### config.mk
export PLATFORM = sky130hd
export DESIGN_NAME = dot_energy_accumulator_flat
export DESIGN_NICKNAME = d
export VERILOG_FILES = /design/src/rtl/dot_energy_pkg.sv /design/src/rtl/dot_energy_accumulator_if.sv /design/src/rtl/dot_energy_min_tracker.sv /design/src/rtl/dot_energy_accumulator.sv /design/src/flat_wrapper.sv
export SDC_FILE = /design/constraint.sdc
export NUM_CORES = 1
export LEC_CHECK = 0
export CAP_MARGIN = 20
export CORE_MARGIN = 5
export CORE_UTILIZATION = 45
export CTS_CLUSTER_SIZE = 12
export DETAILED_ROUTE_END_ITERATION = 8
export HOLD_SLACK_MARGIN = 0.1
export MAX_ROUTING_LAYER = met4
export PLACE_DENSITY = 0.71
export SYNTH_ARGS = -nofsm -noshare
export SYNTH_HDL_FRONTEND = slang
export SYNTH_SLANG_ARGS = --single-unit
### constraint.sdc
create_clock -name clk -period 4.2 [get_ports clk]
set_input_delay 1.05 -clock clk [delete_from_list [all_inputs] [get_ports clk]]
set_output_delay 1.05 -clock clk [all_outputs]
set_load 0.01 [all_outputs]
### src/rtl/dot_energy_pkg.sv
// Purpose: shared types, widths and constants for the dot-energy accumulator slice.
// Ports:   none (package).
// Notes:   energy_width() derives the result width so a full frame of worst-case terms cannot wrap.
package dot_energy_pkg;

  // Result width: dot width + growth for N terms + 1 bit so that negating the
  // most-negative dot (-2^(DOT_WIDTH-1)) is representable.
  function automatic int energy_width(input int dot_w, input int n);
    return dot_w + $clog2(n) + 1;
  endfunction

  localparam int DEFAULT_DOT_WIDTH    = 13;
  localparam int DEFAULT_VECTOR_SIZE  = 256;
  localparam int DEFAULT_ENERGY_WIDTH = energy_width(DEFAULT_DOT_WIDTH, DEFAULT_VECTOR_SIZE);

  typedef logic signed [DEFAULT_ENERGY_WIDTH-1:0] energy_t;

  // Most-positive energy: reset value of the running minimum.
  localparam energy_t ENERGY_MAX = {1'b0, {(DEFAULT_ENERGY_WIDTH-1){1'b1}}};

  // Frame position; fully implied by the column counter.
  typedef enum logic {
    ST_ACCUM = 1'b0,
    ST_LAST  = 1'b1
  } acc_state_e;

endpackage

### src/rtl/dot_energy_accumulator_if.sv
// Purpose: beat-in / energy-out handshake bundle for the dot-energy accumulator.
// Ports:   in_valid/in_ready/in_dot/in_sigma (column beats), out_valid/out_ready/out_energy (frame result).
// Modports: master = controller side, slave = accumulator side.
interface dot_energy_accumulator_if
  import dot_energy_pkg::*;
#(
  parameter int DOT_WIDTH   = DEFAULT_DOT_WIDTH,
  parameter int VECTOR_SIZE = DEFAULT_VECTOR_SIZE
);
  localparam int ENERGY_WIDTH = energy_width(DOT_WIDTH, VECTOR_SIZE);

  logic                           in_valid;
  logic                           in_ready;
  logic [DOT_WIDTH-1:0]           in_dot;
  logic                           in_sigma;
  logic                           out_valid;
  logic                           out_ready;
  logic signed [ENERGY_WIDTH-1:0] out_energy;

  modport master (
    output in_valid, in_dot, in_sigma, out_ready,
    input  in_ready, out_valid, out_energy
  );

  modport slave (
    input  in_valid, in_dot, in_sigma, out_ready,
    output in_ready, out_valid, out_energy
  );
endinterface

### src/rtl/dot_energy_min_tracker.sv
// Purpose: keeps the lowest frame energy seen since reset and flags each strict improvement.
// Ports:   clk, rst, done_i (frame completes this cycle), energy_i (that frame's Q),
//          best_energy_o (running minimum), best_update_o (1-cycle pulse, aligned with out_valid).
module dot_energy_min_tracker #(
  parameter int W = 16
) (
  input  logic                clk,
  input  logic                rst,
  input  logic                done_i,
  input  logic signed [W-1:0] energy_i,
  output logic signed [W-1:0] best_energy_o,
  output logic                best_update_o
);
  // Most-positive W-bit value, so the first completed frame always wins.
  localparam logic signed [W-1:0] MAX_VAL = {1'b0, {(W-1){1'b1}}};

  logic signed [W-1:0] best_q, best_d;
  logic                upd_q, upd_d;

  always_comb begin
    best_d = best_q;
    upd_d  = 1'b0;
    // Strict compare: ties keep the earlier frame and do not pulse.
    if (done_i && (energy_i < best_q)) begin
      best_d = energy_i;
      upd_d  = 1'b1;
    end
  end

  always_ff @(posedge clk) begin
    if (rst) begin
      best_q <= MAX_VAL;
      upd_q  <= 1'b0;
    end else begin
      best_q <= best_d;
      upd_q  <= upd_d;
    end
  end

  assign best_energy_o = best_q;
  assign best_update_o = upd_q;
endmodule

### src/rtl/dot_energy_accumulator.sv
// Purpose: sums +/-h_i over VECTOR_SIZE column beats and presents the frame energy Q in a registered slot.
// Ports:   clk, rst (sync, active-high), bus (slave: beats in, energy out), col_idx (next expected column);
//          with DOT_ENERGY_MIN_TRACK_EN defined also best_energy / best_update (running minimum of Q).
// Timing:  out_valid 1 cycle after the last beat; in_ready = ~out_valid | out_ready, back-to-back frames bubble-free.
module dot_energy_accumulator
  import dot_energy_pkg::*;
#(
  parameter  int VECTOR_SIZE  = DEFAULT_VECTOR_SIZE,
  parameter  int DOT_WIDTH    = DEFAULT_DOT_WIDTH,
  localparam int ENERGY_WIDTH = energy_width(DOT_WIDTH, VECTOR_SIZE),
  localparam int IDX_W        = $clog2(VECTOR_SIZE)
) (
  input  logic                    clk,
  input  logic                    rst,
  dot_energy_accumulator_if.slave bus,
  output logic [IDX_W-1:0]        col_idx
`ifdef DOT_ENERGY_MIN_TRACK_EN
  ,
  output logic signed [ENERGY_WIDTH-1:0] best_energy,
  output logic                           best_update
`endif
);

  logic signed [ENERGY_WIDTH-1:0] acc_q, acc_d;
  logic signed [ENERGY_WIDTH-1:0] energy_q, energy_d;
  logic                           out_valid_q, out_valid_d;
  logic [IDX_W-1:0]               col_q, col_d;

  logic signed [ENERGY_WIDTH-1:0] dot_ext, term, sum;
  logic                           in_ready, accept;
  acc_state_e                     state;

  // Widen before negating so -2^(DOT_WIDTH-1) flips to a positive value.
  assign dot_ext = {{(ENERGY_WIDTH-DOT_WIDTH){bus.in_dot[DOT_WIDTH-1]}}, bus.in_dot};
  assign term    = bus.in_sigma ? dot_ext : -dot_ext;
  assign sum     = acc_q + term;

  // Output slot frees up in the same cycle it is consumed.
  assign in_ready = ~out_valid_q | bus.out_ready;
  assign accept   = bus.in_valid & in_ready;
  assign state    = (col_q == IDX_W'(VECTOR_SIZE - 1)) ? ST_LAST : ST_ACCUM;

  always_comb begin
    acc_d       = acc_q;
    col_d       = col_q;
    energy_d    = energy_q;
    out_valid_d = out_valid_q;

    if (out_valid_q && bus.out_ready) begin
      out_valid_d = 1'b0;
    end

    // Register updates are gated by accept, so junk on in_dot while idle never lands in state.
    if (accept) begin
      case (state)
        ST_ACCUM: begin
          acc_d = sum;
          col_d = col_q + IDX_W'(1);
        end
        ST_LAST: begin
          // A last beat landing with the slot drain overrides the clear above.
          energy_d    = sum;
          out_valid_d = 1'b1;
          acc_d       = '0;
          col_d       = '0;
        end
        default: ;
      endcase
    end
  end

  always_ff @(posedge clk) begin
    if (rst) begin
      acc_q       <= '0;
      col_q       <= '0;
      energy_q    <= '0;
      out_valid_q <= 1'b0;
    end else begin
      acc_q       <= acc_d;
      col_q       <= col_d;
      energy_q    <= energy_d;
      out_valid_q <= out_valid_d;
    end
  end

  assign bus.in_ready   = in_ready;
  assign bus.out_valid  = out_valid_q;
  assign bus.out_energy = energy_q;
  assign col_idx        = col_q;

`ifdef DOT_ENERGY_MIN_TRACK_EN
  logic last_accept;
  assign last_accept = accept && (state == ST_LAST);

  dot_energy_min_tracker #(
    .W (ENERGY_WIDTH)
  ) u_min_tracker (
    .clk           (clk),
    .rst           (rst),
    .done_i        (last_accept),
    .energy_i      (sum),
    .best_energy_o (best_energy),
    .best_update_o (best_update)
  );
`endif

endmodule

### src/flat_wrapper.sv
// flat-port wrapper written by rule: the top's interface ports become plain ports
module dot_energy_accumulator_flat import dot_energy_pkg::*;
#(
  parameter  int VECTOR_SIZE  = DEFAULT_VECTOR_SIZE,
  parameter  int DOT_WIDTH    = DEFAULT_DOT_WIDTH,
  localparam int ENERGY_WIDTH = energy_width(DOT_WIDTH, VECTOR_SIZE),
  localparam int IDX_W        = $clog2(VECTOR_SIZE)
)
  (clk, rst, col_idx, bus_in_valid, bus_in_dot, bus_in_sigma, bus_out_ready, bus_in_ready, bus_out_valid, bus_out_energy);
  dot_energy_accumulator_if #(.DOT_WIDTH(DOT_WIDTH), .VECTOR_SIZE(VECTOR_SIZE)) bus_i ();
  input  logic clk;
  input  logic rst;
  output logic [IDX_W-1:0] col_idx;
  input wire logic [$bits(bus_i.in_valid)-1:0] bus_in_valid;
  input wire logic [$bits(bus_i.in_dot)-1:0] bus_in_dot;
  input wire logic [$bits(bus_i.in_sigma)-1:0] bus_in_sigma;
  input wire logic [$bits(bus_i.out_ready)-1:0] bus_out_ready;
  output wire logic [$bits(bus_i.in_ready)-1:0] bus_in_ready;
  output wire logic [$bits(bus_i.out_valid)-1:0] bus_out_valid;
  output wire logic [$bits(bus_i.out_energy)-1:0] bus_out_energy;
  assign bus_i.in_valid = bus_in_valid;
  assign bus_i.in_dot = bus_in_dot;
  assign bus_i.in_sigma = bus_in_sigma;
  assign bus_i.out_ready = bus_out_ready;
  assign bus_in_ready = bus_i.in_ready;
  assign bus_out_valid = bus_i.out_valid;
  assign bus_out_energy = bus_i.out_energy;
  dot_energy_accumulator #(.VECTOR_SIZE(VECTOR_SIZE), .DOT_WIDTH(DOT_WIDTH)) u_core (.clk(clk), .rst(rst), .bus(bus_i), .col_idx(col_idx));
endmodule
==> metrics.txt, run 1 <==
CTS tree=yes; Setup Skew=0.0107 ns; dpl cell area=0.00438 mm²; Area growth, synth to finish=37.7%; Overflow after GRT=0; peak supply drop=0.205 mV; Fmax achieved=247 MHz; Area contributors post-synth=dfxtp_1, ha_1, xor2_1; sequential power share=35.1%; critical path peak fanout=3; Hold Vio Cnt, Final=0; Layout Nets=557; synth unique cells=55; Syn Area/Cell=8.32 µm²; dpl hpwl=7.13 mm; Yosys reg bits=53; WS Path Type=in2reg; fin crit share=96.3%; combinational cell fraction of total power=47.1%; ANT cells=0; Post-synth EDFFs=0; worst skew pair latency=0.31 ns; first-pass GRT wire length=15.1 mm; largest family of logic cells by synthesized area=compound AO/OA/AOI/OAI gates; ANT nets after route=0; Max clock buf depth=2; fillers=635; Via density=5.33; DRT iter0 DRCs=134; Main synth FF type=dfxtp_1; critical path launch point type=input port; Synth async-reset ratio=0%; Die Wd=96.1 µm; Final setup viols=0; hold crit path type=reg2reg; Ports=50; post-synthesis simple-gate area fraction=19.3%; RSZ-0062 raised after global routing=false; vias in the first global route=3,209; crit end category=flip-flop; status=finished, final reports clean; post-route cell area=0.00460 mm²; Die Ht=96.1 µm; Rel. slew slack=42.9%; clk sinks=53; DR WL/cell=15.3 µm; Yosys warning count=0; std cell rows=31; starting density of the core=46.0%; total number of vias=3,250; worst-margin pin slew=0.853 ns; drt drc=0; commonest non-fill, non-tap cell in the layout=buf_4; Synth Area in Adders=11.1%; post-synth top area share=31.8%; cell internal pwr=1.05 mW; Syn Nets=448; post-synthesis compound-gate area fraction=22.7%; post-synth top area cell=dfxtp_1; Core Util, Final=63.4%; Power per Cell Area=358 mW/mm²; CTS buffer count=5; Sw Share=36.1%; Lkg Pwr=2.11 nW; Clk network pwr share=17.8%; most frequent cells in the layout=buf_4, nand2_1, dfxtp_1, clkdlybuf4s50_1, a21oi_1; P_sw=595 µW; initial antenna violation count=0; clk slew on worst S/H paths=0.10 ns; CTS H-tree lvls=2; Worst Path Arrival=4.29 ns; layout cell share with drive strength beyond 1=21.5%; Synth Area in XOR/XNOR=9.45%; routability cong.=0.919; largest net degree at the start of global routing=49; Post-Syn Area=0.00334 mm²; I/O Buffers=49; Final Critical Period=4.04 ns; WL final=9.31 mm; GRT Overall Usage=21.2%; first drt pass iteration count=4; Core Box Area=0.00725 mm²; post-synthesis sequential area ratio=31.8%; required time worst endpoint=4.44 ns; die area=0.00924 mm²; Synth Instances=401; fin. max-slew vios=0; hold_ws=0.459 ns; multiplexer share of the synthesized area=1.99%; max cap viols=0; clk root buf=clkbuf_8
## cell usage after synthesis, drive strengths merged, types with 3 or more instances
master,number
ha,28
mux2,5
nand4,5
nand3,7
nor3,8
dfxtp,53
nand2b,3
nand2,56
a211o,4
or2,3
xor2,25
o21ai,9
nor4,3
and3,3
and2,4
a31oi,3
a21o,15
a22o,11
inv,11
nor2,32
nor2b,3
nor3b,4
a211oi,3
xnor2,11
a21oi,39
clkbuf,18
a22oi,11
## worst max-delay path: stages
cell and delay (ns):
clkdlybuf4s50_1 0.51, mux2_2 0.39, fa_1 0.43, a21o_2 0.23, a221o_2 0.37, a221oi_4 0.35, nor4_2 0.09, o41ai_2 0.36
xnor2_1 0.24, nor2_1 0.11, nor3_2 0.15
## worst paths after layout
path	start	endpoint	slack (ns)	depth (start not counted)
worst max-delay path	bus_in_sigma	u_core.bus.out_energy[18]	0.16	11
worst min-delay path	u_core.bus.out_energy[9]	u_core.bus.out_energy[9]	0.46	2
worst max register to register	u_core.acc_q[0]	u_core.bus.out_energy[18]	1.29	10
worst min register to register	u_core.bus.out_energy[9]	u_core.bus.out_energy[9]	0.46	2
## kinds of logic (layout without fill, tap and decap cells)
logic type                 count (synthesis)  after routing
DFF                                       53             53
muxes                                      6              6
buffers and inverters                     31            141
xor gates and xnor gates                  36             36
adders and majority gates                 29             29
and+or+nand+nor                          137            137
AOI/OAI and AO/OA                        109            109
## power by group through the flow
stage | Combinational [mW] | Sequential, mW | Clock (mW)
finish | 0.776 | 0.578 | 0.293
global route | 0.852 | 0.582 | 0.320
CTS | 0.743 | 0.577 | 0.298
detailed placement | 0.732 | 0.588 | 0
global placement | 0.718 | 0.587 | 0
floorplan | 0.442 | 0.577 | 0
## metrics by stage
stage	setup WS, ns	setup TNS (ns)	total power, mW	cells
4_1_cts	0.00970	0	1.62	605
3_3_place_gp	-0.312	-3.36	1.31	597
5_1_grt	0.00671	0	1.75	610
2_1_floorplan	0.145	0	1.02	401
6_report	0.155	0	1.65	610
3_5_place_dp	-0.405	-5.40	1.32	597
## cell type report
cell class	instances	area (µm²)	area share [%]
multi-input cells	317	2230	48.5
clock buffers	5	68.8	1.50
clock inverters	3	21.3	0.463
well taps	99	124	2.69
repair buffers	122	1050	22.9
flip-flops and latches	53	1060	23.1
inverters	11	41.3	0.898
## flip-flops by register name, summed over array words and instances (netlist names)
| signal | flops |
|---|---|
| u_core.bus.out_energy | 22 |
| u_core.acc_q | 22 |
| u_core.col_idx | 8 |
| u_core.bus.out_valid | 1 |
## layer usage
metal | wire, µm | track usage (%) | vias up
met4 | 102 | 4.74 | 0
met5 | 0 | - | -
met1 | 4550 | 28.0 | 1544
met3 | 248 | 2.42 | 8
li1 | - | - | 1646
met2 | 4410 | 34.7 | 52
## repair_timing
action                     4_1_cts  5_1_grt
setup endpoints to repair        6       19
buffers inserted                 0        5
gates resized for setup          4       19
hold buffers                     0        0
pin swaps                        0       19
(Power assumes the default switching activity.)
==> inputs of run 2 (changes only) <==
PLACE_DENSITY = 0.68   (was 0.71)
clock period = 3.8 ns   (was 4.2 ns; I/O delays follow)
==> run 2 against run 1 <==
Effect of this change:
- non-clock buffer count up 18
- count of clock-buffer cells in the layout grew 2
- flip-flop and latch count is the same
- cell count rose by 3.0%
- total power grew 23%
- clock power is 36% higher
- critical path depth is 4 higher
- largest cell class unchanged
- hold slack gained 0.0019 ns
==> metrics.txt, run 2 (synthesis results as in run 1) <==
Ports=50 (unchanged); Hold Vio Cnt, Final=0 (unchanged); Layout Cells excl Fill=628 (was 610); Sw Share=34.9% (was 36.1%); commonest non-fill, non-tap cell in the layout=buf_4 (unchanged); fin. max-slew vios=0 (unchanged); dpl hpwl=7.19 mm (was 7.13 mm); worst skew pair latency=0.30 ns (was 0.31 ns); Die Ht=96.1 µm (unchanged); GR peak layer=met2 (unchanged); Setup Skew=0.00664 ns (was 0.0107 ns); internal reg-to-reg setup slack=1.14 ns (was 1.29 ns); Worst Path Arrival=3.91 ns (was 4.29 ns); std cell rows=31 (unchanged); Total Power=2.03 mW (was 1.65 mW); Rel. slew slack=44.5% (was 42.9%); hold_ws=0.461 ns (was 0.459 ns); drt drc=0 (unchanged); combinational cell fraction of total power=48.4% (was 47.1%); CTS tree=yes (unchanged); Area growth, synth to finish=49.4% (was 37.7%); reg2reg start=u_core.acc_q[0] (unchanged); crit end category=flip-flop (unchanged); clk root buf=clkbuf_8 (unchanged); status=finished, final reports clean (unchanged); worst-margin pin slew=0.830 ns (was 0.853 ns); FF/Latch Area=0.00106 mm² (unchanged); post-route cell area=0.00499 mm² (was 0.00460 mm²); clk slew on worst S/H paths=0.09 ns (was 0.10 ns); peak supply drop=0.257 mV (was 0.205 mV); PnR worst setup slack=0.125 ns (was 0.155 ns); Overflow after GRT=0 (unchanged); Lkg Pwr=2.26 nW (was 2.11 nW); hold-fix buffers at CTS=0 (unchanged); GR Util met2=32.4% (was 34.7%); ANT nets after route=0 (unchanged); Final setup viols=0 (unchanged); routing usage on met1=31.2% (was 28.0%); critical path launch point type=input port (unchanged); WS Path Type=in2reg (unchanged); met3 usage=3.21% (was 2.42%); R2R Path End=u_core.acc_q[14] (was u_core.bus.out_energy[18]); clk sinks=53 (unchanged); Layout Nets=575 (was 557); footprint of the multi-input gates=0.00247 mm² (was 0.00223 mm²); Final Critical Period=3.68 ns; Max clock buf depth=2 (unchanged); pre-CTS setup slack=-0.663 ns (was -0.405 ns); DRT iter0 DRCs=139 (was 134); vias in the first global route=3,245 (was 3,209); largest net degree at the start of global routing=25 (was 49); first drt pass iteration count=4 (unchanged); WL final=9.61 mm (was 9.31 mm); GRT Overall Usage=22.1% (was 21.2%); hold depth=2 (unchanged); Hold EP=u_core.bus.out_energy[5] (was u_core.bus.out_energy[9]); hold crit path type=reg2reg (unchanged); Core Box Area=0.00725 mm² (unchanged); starting density of the core=46.0% (unchanged); max cap viols=0 (unchanged); routability cong.=0.863 (was 0.919); DR WL/cell=15.3 µm (about the same); Die Wd=96.1 µm (unchanged); ANT cells=0 (unchanged); fillers=597 (was 635); cell internal pwr=1.32 mW (was 1.05 mW); Clk network pwr share=19.6% (was 17.8%); Fmax achieved=272 MHz; P_sw=709 µW (was 595 µW); Via density=5.26 (was 5.33); first-pass GRT wire length=15.6 mm (was 15.1 mm); Power per Cell Area=408 mW/mm² (was 358 mW/mm²); CTS H-tree lvls=2 (unchanged); reg2reg path depth=10 (unchanged); dpl cell area=0.00448 mm² (was 0.00438 mm²); sequential power share=32.0% (was 35.1%); I/O Buffers=49 (unchanged); fin crit share=96.7%; worst hold start=u_core.bus.out_energy[5] (was u_core.bus.out_energy[9]); placed cells=608 (was 597); layout cell share with drive strength beyond 1=30.1% (was 21.5%); most frequent cells in the layout=buf_4, nand2_1, dfxtp_1, clkdlybuf4s50_1, nor2_1 (was buf_4, nand2_1, dfxtp_1, clkdlybuf4s50_1, a21oi_1); critical path peak fanout=3 (unchanged); required time worst endpoint=4.04 ns (was 4.44 ns); total number of vias=3,304 (was 3,250); die area=0.00924 mm² (unchanged); CTS buffer count=5 (unchanged); initial antenna violation count=0 (unchanged)
## run 2: area by class of cell
class / count / area share [%]
timing repair buffer: 140 / 23.5
tap: 99 / 2.48
multi-input combinational: 317 / 49.6
sequential: 53 / 21.3
clock buffer: 7 / 1.73
inverter: 11 / 0.828
clock inverter: 1 / 0.602
## run 2: per-layer routing
metal  share of wire, %  wire length (µm)
met1                 51              4870
met4                2.0               191
met3                3.6               347
met2                 44              4200
met5                  0                 0
## run 2: what timing repair did
| action | in CTS | in global routing |
|---|---|---|
| setup endpoints to repair | 20 | 21 |
| hold endpoints to repair | 0 | 0 |
| buffers inserted | 6 | 7 |
| pin swaps | 26 | 33 |
| resized for setup | 38 | 35 |
## run 2: worst max path at each step
stage / startpoint / cells after the start / to / slack (ns)
detailed placement: bus_in_dot[1] / 16 / u_core.acc_q[21] / -0.66
finish: bus_in_dot[5] / 15 / u_core.acc_q[21] / 0.12
global placement: bus_in_dot[0] / 16 / u_core.acc_q[21] / -0.62
floorplan: bus_in_dot[5] / 14 / u_core.acc_q[21] / 0.0007
CTS: bus_in_dot[5] / 15 / u_core.acc_q[21] / 0.003
global route: bus_in_dot[5] / 15 / u_core.acc_q[21] / -0.05
## run 2: per-stage QoR
step,util (%),setup TNS (ns)
4_1_cts,66.1,0
3_3_place_gp,61.7,-9.76
3_5_place_dp,61.7,-10.80
2_1_floorplan,-,0
5_1_grt,68.7,-0.0692
6_report,68.7,0
## run 2: worst max-delay path, cell delays in order
cell and delay (ns):
clkbuf_2 0.09, or3_4 0.42, nor3b_4 0.24, a31oi_1 0.14, xor2_1 0.17, ha_1 0.33, buf_6 0.13, nand4_1 0.18
o22ai_2 0.11, a21oi_4 0.21, o31ai_4 0.12, a211o_1 0.30, and3_4 0.16, or2_1 0.20, o211ai_1 0.17
## run 2: power by group through the flow
stage	combinational (mW)	sequential (mW)	clock [mW]
5_1_grt	1.07	0.656	0.431
2_1_floorplan	0.489	0.638	0
6_report	0.984	0.650	0.399
3_3_place_gp	0.816	0.653	0
3_5_place_dp	0.827	0.653	0
4_1_cts	0.890	0.644	0.406
